$ cat src/rtl/cpu_pkg.sv
// Shared CPU definitions: datapath widths, bubble encoding, opcodes, fetch FSM states.
// Latency: n/a (declarations only).
// Backpressure: n/a.
package cpu_pkg;

    localparam int          PC_W     = 32;
    localparam logic [31:0] NOP_INST = 32'h0000_0013;    // addi x0,x0,0

    localparam logic [6:0] OP_RTYPE  = 7'b0110011;
    localparam logic [6:0] OP_ITYPE  = 7'b0010011;
    localparam logic [6:0] OP_LOAD   = 7'b0000011;
    localparam logic [6:0] OP_STORE  = 7'b0100011;
    localparam logic [6:0] OP_BRANCH = 7'b1100011;

    typedef enum logic {
        IDLE = 1'b0,
        RUN  = 1'b1
    } fetch_state_t;

endpackage

$ cat src/rtl/fetch_stage_if_id_reg.sv
// Pipeline register with hold and flush; flush loads a bubble (NOP, pc=0, valid=0).
// Latency: 1 cycle from pc_i/inst_i to outputs.
// Backpressure: hold_i freezes contents and takes priority over flush_i.
// Ports: clk_i, rst_n_i (async active-low), hold_i, flush_i, pc_i, inst_i,
//        pc_o, inst_o, valid_o.
module if_id_reg
    import cpu_pkg::*;
#(
    parameter int          PC_W     = cpu_pkg::PC_W,
    parameter logic [31:0] NOP_INST = cpu_pkg::NOP_INST
) (
    input  logic            clk_i,
    input  logic            rst_n_i,
    input  logic            hold_i,
    input  logic            flush_i,
    input  logic [PC_W-1:0] pc_i,
    input  logic [31:0]     inst_i,
    output logic [PC_W-1:0] pc_o,
    output logic [31:0]     inst_o,
    output logic            valid_o
);

    always_ff @(posedge clk_i or negedge rst_n_i) begin
        if (!rst_n_i) begin
            pc_o    <= '0;
            inst_o  <= NOP_INST;
            valid_o <= 1'b0;
        end else if (hold_i) begin
            pc_o    <= pc_o;
            inst_o  <= inst_o;
            valid_o <= valid_o;
        end else if (flush_i) begin
            pc_o    <= '0;
            inst_o  <= NOP_INST;
            valid_o <= 1'b0;
        end else begin
            // inst_i is only captured on this path, so an X from memory during
            // idle/flush cycles never reaches the register.
            pc_o    <= pc_i;
            inst_o  <= inst_i;
            valid_o <= 1'b1;
        end
    end

endmodule

$ cat src/rtl/fetch_stage.sv
// Instruction fetch: owns the PC, drives imem address, fills the IF/ID register.
// Latency: instruction at pc is in IF/ID one edge after it is addressed; first fetch two edges after start.
// Backpressure: stall_i holds pc, IF/ID and count; branch_taken_i redirects and inserts one bubble.
// Ports: clk_i, rst_n_i (async active-low), start_i, stall_i, branch_taken_i,
//        branch_target_i, imem_addr_o, imem_inst_i, if_id_pc_o, if_id_inst_o,
//        if_id_valid_o, opcode_o, fetch_cnt_o.
module fetch_stage
    import cpu_pkg::*;
#(
    parameter int          PC_W     = cpu_pkg::PC_W,
    parameter logic [31:0] RESET_PC = 32'h0000_0000,
    parameter logic [31:0] NOP_INST = cpu_pkg::NOP_INST
) (
    input  logic            clk_i,
    input  logic            rst_n_i,
    input  logic            start_i,
    input  logic            stall_i,
    input  logic            branch_taken_i,
    input  logic [PC_W-1:0] branch_target_i,
    output logic [PC_W-1:0] imem_addr_o,
    input  logic [31:0]     imem_inst_i,
    output logic [PC_W-1:0] if_id_pc_o,
    output logic [31:0]     if_id_inst_o,
    output logic            if_id_valid_o,
    output logic [6:0]      opcode_o,
    output logic [31:0]     fetch_cnt_o
);

    localparam logic [PC_W-1:0] PC_RST = RESET_PC[PC_W-1:0];

    fetch_state_t    state;
    logic [PC_W-1:0] pc;
    logic            run;
    logic            hold;
    logic            flush;
    logic            unused_tgt_bits;

    // Targets are word-aligned by dropping the low bits; they are never observed.
    assign unused_tgt_bits = ^branch_target_i[1:0];

    assign run   = (state == RUN);
    // Outside RUN the stall/branch inputs are don't-care and IF/ID keeps bubbling.
    assign hold  = run && stall_i;
    assign flush = !run || branch_taken_i;

    always_ff @(posedge clk_i or negedge rst_n_i) begin
        if (!rst_n_i) begin
            state       <= IDLE;
            pc          <= PC_RST;
            fetch_cnt_o <= '0;
        end else begin
            case (state)
                IDLE: begin
                    pc <= PC_RST;
                    if (start_i) begin
                        state <= RUN;
                    end
                end
                RUN: begin
                    if (stall_i) begin
                        // Branch is ignored here; ID re-asserts it once the stall clears.
                        pc <= pc;
                    end else if (branch_taken_i) begin
                        pc <= {branch_target_i[PC_W-1:2], 2'b00};
                    end else begin
                        pc          <= pc + PC_W'(4);
                        fetch_cnt_o <= fetch_cnt_o + 32'd1;
                    end
                end
                default: begin
                    state <= IDLE;
                    pc    <= PC_RST;
                end
            endcase
        end
    end

    assign imem_addr_o = pc;

    if_id_reg #(
        .PC_W     (PC_W),
        .NOP_INST (NOP_INST)
    ) u_if_id (
        .clk_i   (clk_i),
        .rst_n_i (rst_n_i),
        .hold_i  (hold),
        .flush_i (flush),
        .pc_i    (pc),
        .inst_i  (imem_inst_i),
        .pc_o    (if_id_pc_o),
        .inst_o  (if_id_inst_o),
        .valid_o (if_id_valid_o)
    );

    assign opcode_o = if_id_inst_o[6:0];

endmodule

$ cat config.mk
export PLATFORM = sky130hd
export DESIGN_NAME = fetch_stage
export DESIGN_NICKNAME = d
export VERILOG_FILES = /design/src/rtl/cpu_pkg.sv /design/src/rtl/fetch_stage_if_id_reg.sv /design/src/rtl/fetch_stage.sv
export SDC_FILE = /design/constraint.sdc
export NUM_CORES = 1
export LEC_CHECK = 0
export BUFFER_PORTS_ARGS = -buffer_cell sky130_fd_sc_hd__buf_4
export CAP_MARGIN = 0
export CORE_MARGIN = 5
export CORE_UTILIZATION = 51
export DETAILED_ROUTE_END_ITERATION = 12
export GPL_ROUTABILITY_DRIVEN = 0
export GPL_TIMING_DRIVEN = 1
export PLACE_DENSITY = 0.8
export REMOVE_ABC_BUFFERS = 1
export SYNTH_ARGS = -nofsm -noshare
export SYNTH_HDL_FRONTEND = slang
export SYNTH_HIERARCHICAL = 1
export SYNTH_SLANG_ARGS = --single-unit
export TNS_END_PERCENT = 50
$ cat constraint.sdc
create_clock -name clk_i -period 2.1 [get_ports clk_i]
set_input_delay 0.105 -clock clk_i [delete_from_list [all_inputs] [get_ports clk_i]]
set_output_delay 0.105 -clock clk_i [all_outputs]
set_load 0.005 [all_outputs]
==> results.md, run 1 <==
* Dominant cell type by area after synthesis: dfrtp_1
* Crit end category: register
* Die width at 122 um
* Area grow syn2layout at 44.4%
* Fin. Hold Viols at 0
* Setup slack after layout at 0.122 ns
* Vias in the first global route at 6267
* Final Slew Violations at 0
* Worst path required time at 2.45 ns
* Startpoint types: register
* Count leader, synth: dfrtp_1
* Synth Area per Inst at 9.40 um^2
* Vias at 6159
* Global route overflow at 0
* Remaining DRCs at 0
* Fmax at 506 MHz
* Layout cell share with drive strength beyond 1 at 32.8%
* CP max FO at 6
* Setup WS pre-CTS at -0.0658 ns
* Yosys warns at 6
* Initial core utilization at 51.4%
* Top cells by area, synth: dfrtp_1 (49%), nand2b_1 (5.9%), nand2_1 (5.7%)
* # nets final at 1003
* Sequential share of the synthesized area at 50.0%
* CP startpoint: imem_addr_o[3]
* Drt total wl at 19500 um
* Dpl hpwl at 12900 um
* # port buffers at 200
* Clk_lat worst skew at 0.43 ns
* Global-route wire length before repair at 31200 um
* Layout Cells excl Fill at 1117
* Synth top area share at 48.8%
* Arr. time, crit path at 2.33 ns
* H-tree Lvls at 4
* Final setup violation count at 0
* Minimum clock period at 1.98 ns
* Final Cycle Share at 94.2%
* Crit path to: imem_addr_o[26]
* Flop pwr share at 40.1%
* Cell count after synthesis at 682
* Combinational power share at 19.4%
* Post-Place Cells at 1040
* Worst Skew at 0.00774 ns
* Slew @ Worst Pin at 0.579 ns
* Worst R2R Setup Slack at 0.12 ns
* Status: complete, no violations
* # IOs at 205
* Detail Route Antenna Nets at 0
* #FFs+latches synth at 128
* Fillers at 878
* Synth cell count leaders: dfrtp_1 (125), nand2_1 (98), nand2b_1 (60)
* Full die area at 14900 um^2
* Slew Limit Headroom at 61.4%
* Largest net degree at the start of global routing at 63
* Synth cell types at 60
* Wirelength per Cell at 17.4 um
* CTS Buffer Depth at 2
* Max-Cap Viols at 0
* Via density at 5.51
* DRT iter0 DRCs at 504
* Rows at 41
* WS Path Type: reg -> reg
* RR Endpoint: imem_addr_o[26]
* Core Footprint at 12500 um^2
* Worst r2r src: imem_addr_o[3]
* CTS buffer count at 17
* Main flop type after synthesis: dfrtp_1
* Lkg Pwr at 4.39 nW
* Clk pwr share at 40.6%
* Int Power at 0.00539 W
* TritonCTS clock tree: built
* Worst vdd ir at 0.525 mV
* Clock Pin Slew Worst Setup and Hold Paths at 0.06 ns
* Clock root buffer master: clkbuf_16
* Post-synth EDFFs at 0
* Mapped cell area at 6410 um^2
* Sw Share at 28.0%
* Hold crit path type: in -> reg
* Asr flop ratio synth at 100%
* Setup TNS at 0 ns
* First-pass detailed-route iteration total at 5
* Total track usage at 26.6%
* Die Ht at 122 um
* Cell depth of the worst flop-to-flop path at 8
* N_diodes at 0
* Initial antenna violation count at 0
* Sink Count at 128
* Total chip power at 0.00749 W
* Switch Pwr at 0.00209 W
* Pwr per Cell Area at 808 nW/um^2
==> power by group through the flow <==
stage	logic, W	clock network (W)	registers, W
after floorplan	0.000490	0	0.00304
after global placement	0.00134	0	0.00301
after detailed placement	0.00138	0	0.00303
after CTS	0.00145	0.00308	0.00299
after global routing	0.00159	0.00318	0.00304
final	0.00145	0.00304	0.00300
==> stage by stage <==
step                utilization, %  instance area [um^2]  hold WS (ns)
CTS                           74.0                  9220        0.0119
detailed placement            65.7                  8190         0.130
floorplan                        -                  6140        -0.191
finish                        74.3                  9260        0.0189
global placement              65.7                  8190         0.122
global route                  74.3                  9260        0.0291
==> worst min-delay path by stage <==
| stage | slack (ns) | start | cells past startpoint | end |
|---|---|---|---|---|
| after global routing | 0.03 | branch_target_i[30] | 3 | imem_addr_o[30] |
| after CTS | 0.01 | branch_target_i[30] | 3 | imem_addr_o[30] |
| final | 0.02 | branch_target_i[30] | 3 | imem_addr_o[30] |
| after floorplan | -0.19 | rst_n_i | 0 | fetch_cnt_o[0] |
| after detailed placement | 0.13 | rst_n_i | 1 | fetch_cnt_o[31] |
| after global placement | 0.12 | rst_n_i | 1 | fetch_cnt_o[30] |
==> final cells by class <==
cell class	count	area (um^2)	share of cell area, %
clock buffer	17	425	4.59
inverter	14	52.6	0.567
tap	172	215	2.32
sequential	128	3210	34.6
clock inverter	15	186	2.01
multi-input combinational	491	2910	31.4
timing repair buffer	280	2260	24.5
==> repair_timing <==
item	CTS	global route
gates cloned	0	1
pin swaps	0	1
hold buffers	42	0
resized for setup	2	3
setup endpoints to repair	1	4
buffers inserted	0	2
hold endpoints to repair	98	0
==> layout by cell type (no fill, tap or decap), types with 4 or more instances in the layout <==
cell type / count
clkinvlp_4: 4
a21boi_0: 4
o21ai_0: 33
or3_1: 4
clkbuf_16: 17
and3_1: 15
inv_1: 14
dlygate4sd3_1: 42
clkinv_4: 4
xnor2_1: 24
nand3_1: 21
nand4_1: 22
o21ai_1: 33
buf_4: 232
nand2_1: 97
a21o_1: 4
mux2i_1: 4
conb_1: 4
xor2_1: 10
dfrtp_1: 124
nor3_1: 14
o21ai_2: 20
nor2_1: 32
a31oi_1: 8
buf_12: 4
a21oi_1: 18
and2_1: 5
nor4_1: 4
nand2b_1: 60
a22oi_1: 7
==> critical path, cell delays in order, from the launching register on <==
cell             delay, ns
dfrtp_2               0.41
ha_2                  0.22
nand3_1               0.20
nor4_4                0.22
buf_4                 0.16
clkdlybuf4s15_2       0.27
nand4_1               0.10
a21o_1                0.19
a21oi_1               0.13
==> cells by family after synthesis <==
group / Yosys count / share of synthesized area (%)
flops: 128 / 50.0
xor+xnor: 34 / 4.64
buf+inv: 66 / 5.25
compound gates: 153 / 15.3
mux: 4 / 0.625
fa+ha+maj: 2 / 0.390
simple gates: 294 / 23.7
other cells: 1 / 0.0585
==> state kept, by name, summed over array words and instances, names as in the netlist <==
register         flops
u_if_id/inst_o      32
u_if_id/pc_o        32
u_if_id/valid_o      1
imem_addr_o         30
fetch_cnt_o         32
run                  1
==> layer usage <==
layer	routed length, um	global-route usage, %	share of wire (%)
met4	380	10.7	2.0
met5	0	0	0
met3	1520	6.87	7.8
met2	10100	46.2	52
met1	7460	31.3	38
No activity file was read; power rests on OpenSTA's default activity.
==> run 2: changes to the inputs <==
Settings changed: CORE_UTILIZATION 51 to 50, SYNTH_HIERARCHICAL 1 to not set.
==> run 2 against run 1 <==
Cell count down 13%. Design area down 6.3%. Register-to-register slack better by 0.04 ns. Count of clock-buffer cells in the layout up 8. Area after synthesis down 7.0%. Non-clock buffer count down 7. Power down 5.7%. First-iteration DRC count down 12%. Die area down 4.7%. Critical endpoint is now imem_addr_o[23]. Largest power group is now registers.
==> results.md, run 2 <==
* #FFs+latches synth at 126 (was 128)
* Core Footprint at 11600 um^2 (was 12500 um^2)
* Global-route wire length before repair at 30500 um (was 31200 um)
* Final core utilization at 75.1% (was 74.3%)
* Detail Route Antenna Nets at 0 (unchanged)
* CTS buffer count at 17 (unchanged)
* Wirelength per Cell at 19.2 um (was 17.4 um)
* Worst vdd ir at 0.539 mV (was 0.525 mV)
* Die width at 119 um (was 122 um)
* Fillers at 789 (was 878)
* Cell depth of the worst flop-to-flop path at 4 (was 8)
* Asr flop ratio synth at 100% (unchanged)
* Post-synth EDFFs at 0 (unchanged)
* Unrepaired setup endpoints after global routing: false
* Max-Cap Viols at 0 (unchanged)
* RR Endpoint: imem_addr_o[23] (was imem_addr_o[26])
* Synth cell types at 54 (was 60)
* Mapped cell area at 5960 um^2 (was 6410 um^2)
* Area grow syn2layout at 45.6% (was 44.4%)
* Fmax at 517 MHz (was 506 MHz)
* Pwr per Cell Area at 814 nW/um^2 (was 808 nW/um^2)
* Final setup violation count at 0 (unchanged)
* Area of the multi-input gates at 2580 um^2 (was 2910 um^2)
* Vias in the first global route at 6025 (was 6267)
* Startpoint types: register (unchanged)
* Largest regs: fetch_cnt_o (32), u_if_id.inst_o (32) (was fetch_cnt_o (32), u_if_id/inst_o (32), u_if_id/pc_o (32))
* Via density at 6.00 (was 5.51)
* Synth top area share at 51.6% (was 48.8%)
* Worst path required time at 2.40 ns (was 2.45 ns)
* Cell count after synthesis at 565 (was 682)
* Sequential share of the synthesized area at 53.0% (was 50.0%)
* Vias at 5835 (was 6159)
* Die Ht at 119 um (was 122 um)
* Synth Area per Inst at 10.5 um^2 (was 9.40 um^2)
* Worst R2R Setup Slack at 0.17 ns (was 0.12 ns)
* Crit end category: register (unchanged)
* CP max FO at 9 (was 6)
* # nets final at 885 (was 1003)
* Commonest non-fill, non-tap cells in the layout: buf_4 (231), dfrtp_1 (123), nand2_1 (61) (was buf_4 (232), dfrtp_1 (124), nand2_1 (97))
* Clock Pin Slew Worst Setup and Hold Paths at 0.06 ns (about the same)
* Min-delay src: branch_target_i[12] (was branch_target_i[30])
* Clk_lat worst skew at 0.41 ns (was 0.43 ns)
* Slew Limit Headroom at 58.3% (was 61.4%)
* First-pass detailed-route iteration total at 6 (was 5)
* Slew @ Worst Pin at 0.624 ns (was 0.579 ns)
* Total track usage at 26.6% (about the same)
* Post-CTS Setup Repair Bufs at 0 (unchanged)
* Final Cycle Share at 92.1% (was 94.2%)
* Clock root buffer master: clkbuf_16 (unchanged)
* Setup slack after layout at 0.166 ns (was 0.122 ns)
* Worst Skew at 0.00886 ns (was 0.00774 ns)
* Largest net degree at the start of global routing at 55 (was 63)
* Hold crit path type: in -> reg (unchanged)
* Minimum clock period at 1.93 ns (was 1.98 ns)
* Commonest non-fill, non-tap cell in the layout: buf_4 (unchanged)
* Status: complete, no violations (unchanged)
* Drt total wl at 18700 um (was 19500 um)
* Initial antenna violation count at 1 (was 0)
* Fin. Hold Viols at 0 (unchanged)
* Sink Count at 126 (was 128)
* Yosys warns at 0 (was 6)
* Initial core utilization at 51.5% (was 51.4%)
* Synth cell count leaders: dfrtp_1 (123), nand2_1 (61), a22o_1 (51), nor2_1 (28) (was dfrtp_1 (125), nand2_1 (98), nand2b_1 (60))
* Layout Cells excl Fill at 972 (was 1117)
* # IOs at 205 (unchanged)
* Hold endpoint: imem_addr_o[12] (was imem_addr_o[30])
* CTS Buffer Depth at 2 (unchanged)
* Rows at 39 (was 41)
* Remaining DRCs at 0 (unchanged)
* Main flop type after synthesis: dfrtp_1 (unchanged)
* DRT iter0 DRCs at 446 (was 504)
* Arr. time, crit path at 2.24 ns (was 2.33 ns)
* Sequential cell area at 3160 um^2 (was 3210 um^2)
* Dominant cell type by area after synthesis: dfrtp_1 (unchanged)
* Worst r2r src: imem_addr_o[8] (was imem_addr_o[3])
* Top cells by area, synth: dfrtp_1 (52%), a22o_1 (7.5%), nand2_1 (3.8%) (was dfrtp_1 (49%), nand2b_1 (5.9%), nand2_1 (5.7%))
* Lkg Pwr at 4.20 nW (was 4.39 nW)
* CP startpoint: imem_addr_o[8] (was imem_addr_o[3])
* Final Slew Violations at 0 (unchanged)
* Setup WS pre-CTS at 0.182 ns (was -0.0658 ns)
* Layout cell share with drive strength beyond 1 at 33.5% (was 32.8%)
* Post-Place Cells at 900 (was 1040)
* TritonCTS clock tree: built (unchanged)
* Full die area at 14200 um^2 (was 14900 um^2)
* Count leader, synth: dfrtp_1 (unchanged)
* Hold Path Depth at 3 (unchanged)
* WS Path Type: reg -> reg (unchanged)
* Global route overflow at 0 (unchanged)
* # port buffers at 198 (was 200)
* H-tree Lvls at 4 (unchanged)
* Dpl hpwl at 12700 um (was 12900 um)
-- run 2: changes by cell type in the layout (fill, tap and decap cells not counted), moves of 8 or more --
cell and delta:
o221ai_1 +10, inv_1 -9, o21ai_0 -21, nand2b_1 -60, a22o_1 +48, and3_1 +9, mux2i_1 +8, o21ai_2 -20
o21ai_1 -33, nand2_1 -36
-- run 2: worst max path at each step --
stage                           end  slack, ns  cells past startpoint
floorplan           imem_addr_o[30]      -2.77                      4
finish              imem_addr_o[23]       0.17                      4
CTS                 imem_addr_o[23]       0.18                      4
global placement    imem_addr_o[17]       0.23                      4
detailed placement  imem_addr_o[17]       0.18                      4
global route        imem_addr_o[23]       0.02                      4
-- run 2: what timing repair did --
action	CTS	global route
hold buffers	38	0
hold endpoints to repair	70	0
gates resized for setup	0	0
-- run 2: cells by family (layout without fill, tap and decap cells) --
| group | Yosys count | count (layout) | synth area share, % |
|---|---|---|---|
| muxes | 14 | 14 | 2.39 |
| AOI/OAI and AO/OA | 129 | 129 | 16.6 |
| adders and majority gates | 2 | 2 | 0.420 |
| buffers and inverters | 52 | 311 | 4.09 |
| DFF | 126 | 126 | 53.0 |
| and+or+nand+nor | 210 | 210 | 18.9 |
| other | 1 | 6 | 0.0629 |
| xor gates and xnor gates | 31 | 31 | 4.55 |
-- run 2: final cells by class --
type | instances | share of cell area (%)
clock buffer | 25 | 5.48
multi-input combinational | 390 | 29.8
clock inverter | 7 | 0.721
sequential | 126 | 36.4
timing repair buffer | 273 | 25.3
inverter | 6 | 0.259
antenna | 2 | 0.0577
tap | 143 | 2.06
-- run 2: worst max-delay path, cell delays in order, from the launching register on --
cell      delay, ns
dfrtp_1        0.39
nand4_4        0.20
or4_1          0.64
o41a_1         0.34
a221oi_1       0.26
-- run 2: layer usage --
metal,GRT usage (%),share of wire [%],vias to the layer above
li1,-,-,2599
met5,0,0,-
met1,33.3,40,2861
met2,44.1,49,329
met3,7.63,8.5,46
met4,9.92,2.4,0
-- run 2: report_power, final --
part	total, W	internal (W)	leakage (nW)	switching, W
clock	0.00268	0.00168	0.265	0.000998
sequential	0.00297	0.00269	1.62	0.000282
combinational	0.00141	0.000781	2.32	0.000629
-- run 2: through the flow --
| stage | TNS, ns | area [um^2] | hold slack [ns] | power, W |
|---|---|---|---|---|
| 2_1_floorplan | -168.62 | 5750 | -0.191 | 0.00347 |
| 3_3_place_gp | 0 | 7760 | 0.107 | 0.00429 |
| 3_5_place_dp | 0 | 7760 | 0.113 | 0.00435 |
| 4_1_cts | 0 | 8670 | 0.00404 | 0.00709 |
| 5_1_grt | 0 | 8680 | 0.0444 | 0.00738 |
| 6_report | 0 | 8680 | 0.0151 | 0.00706 |
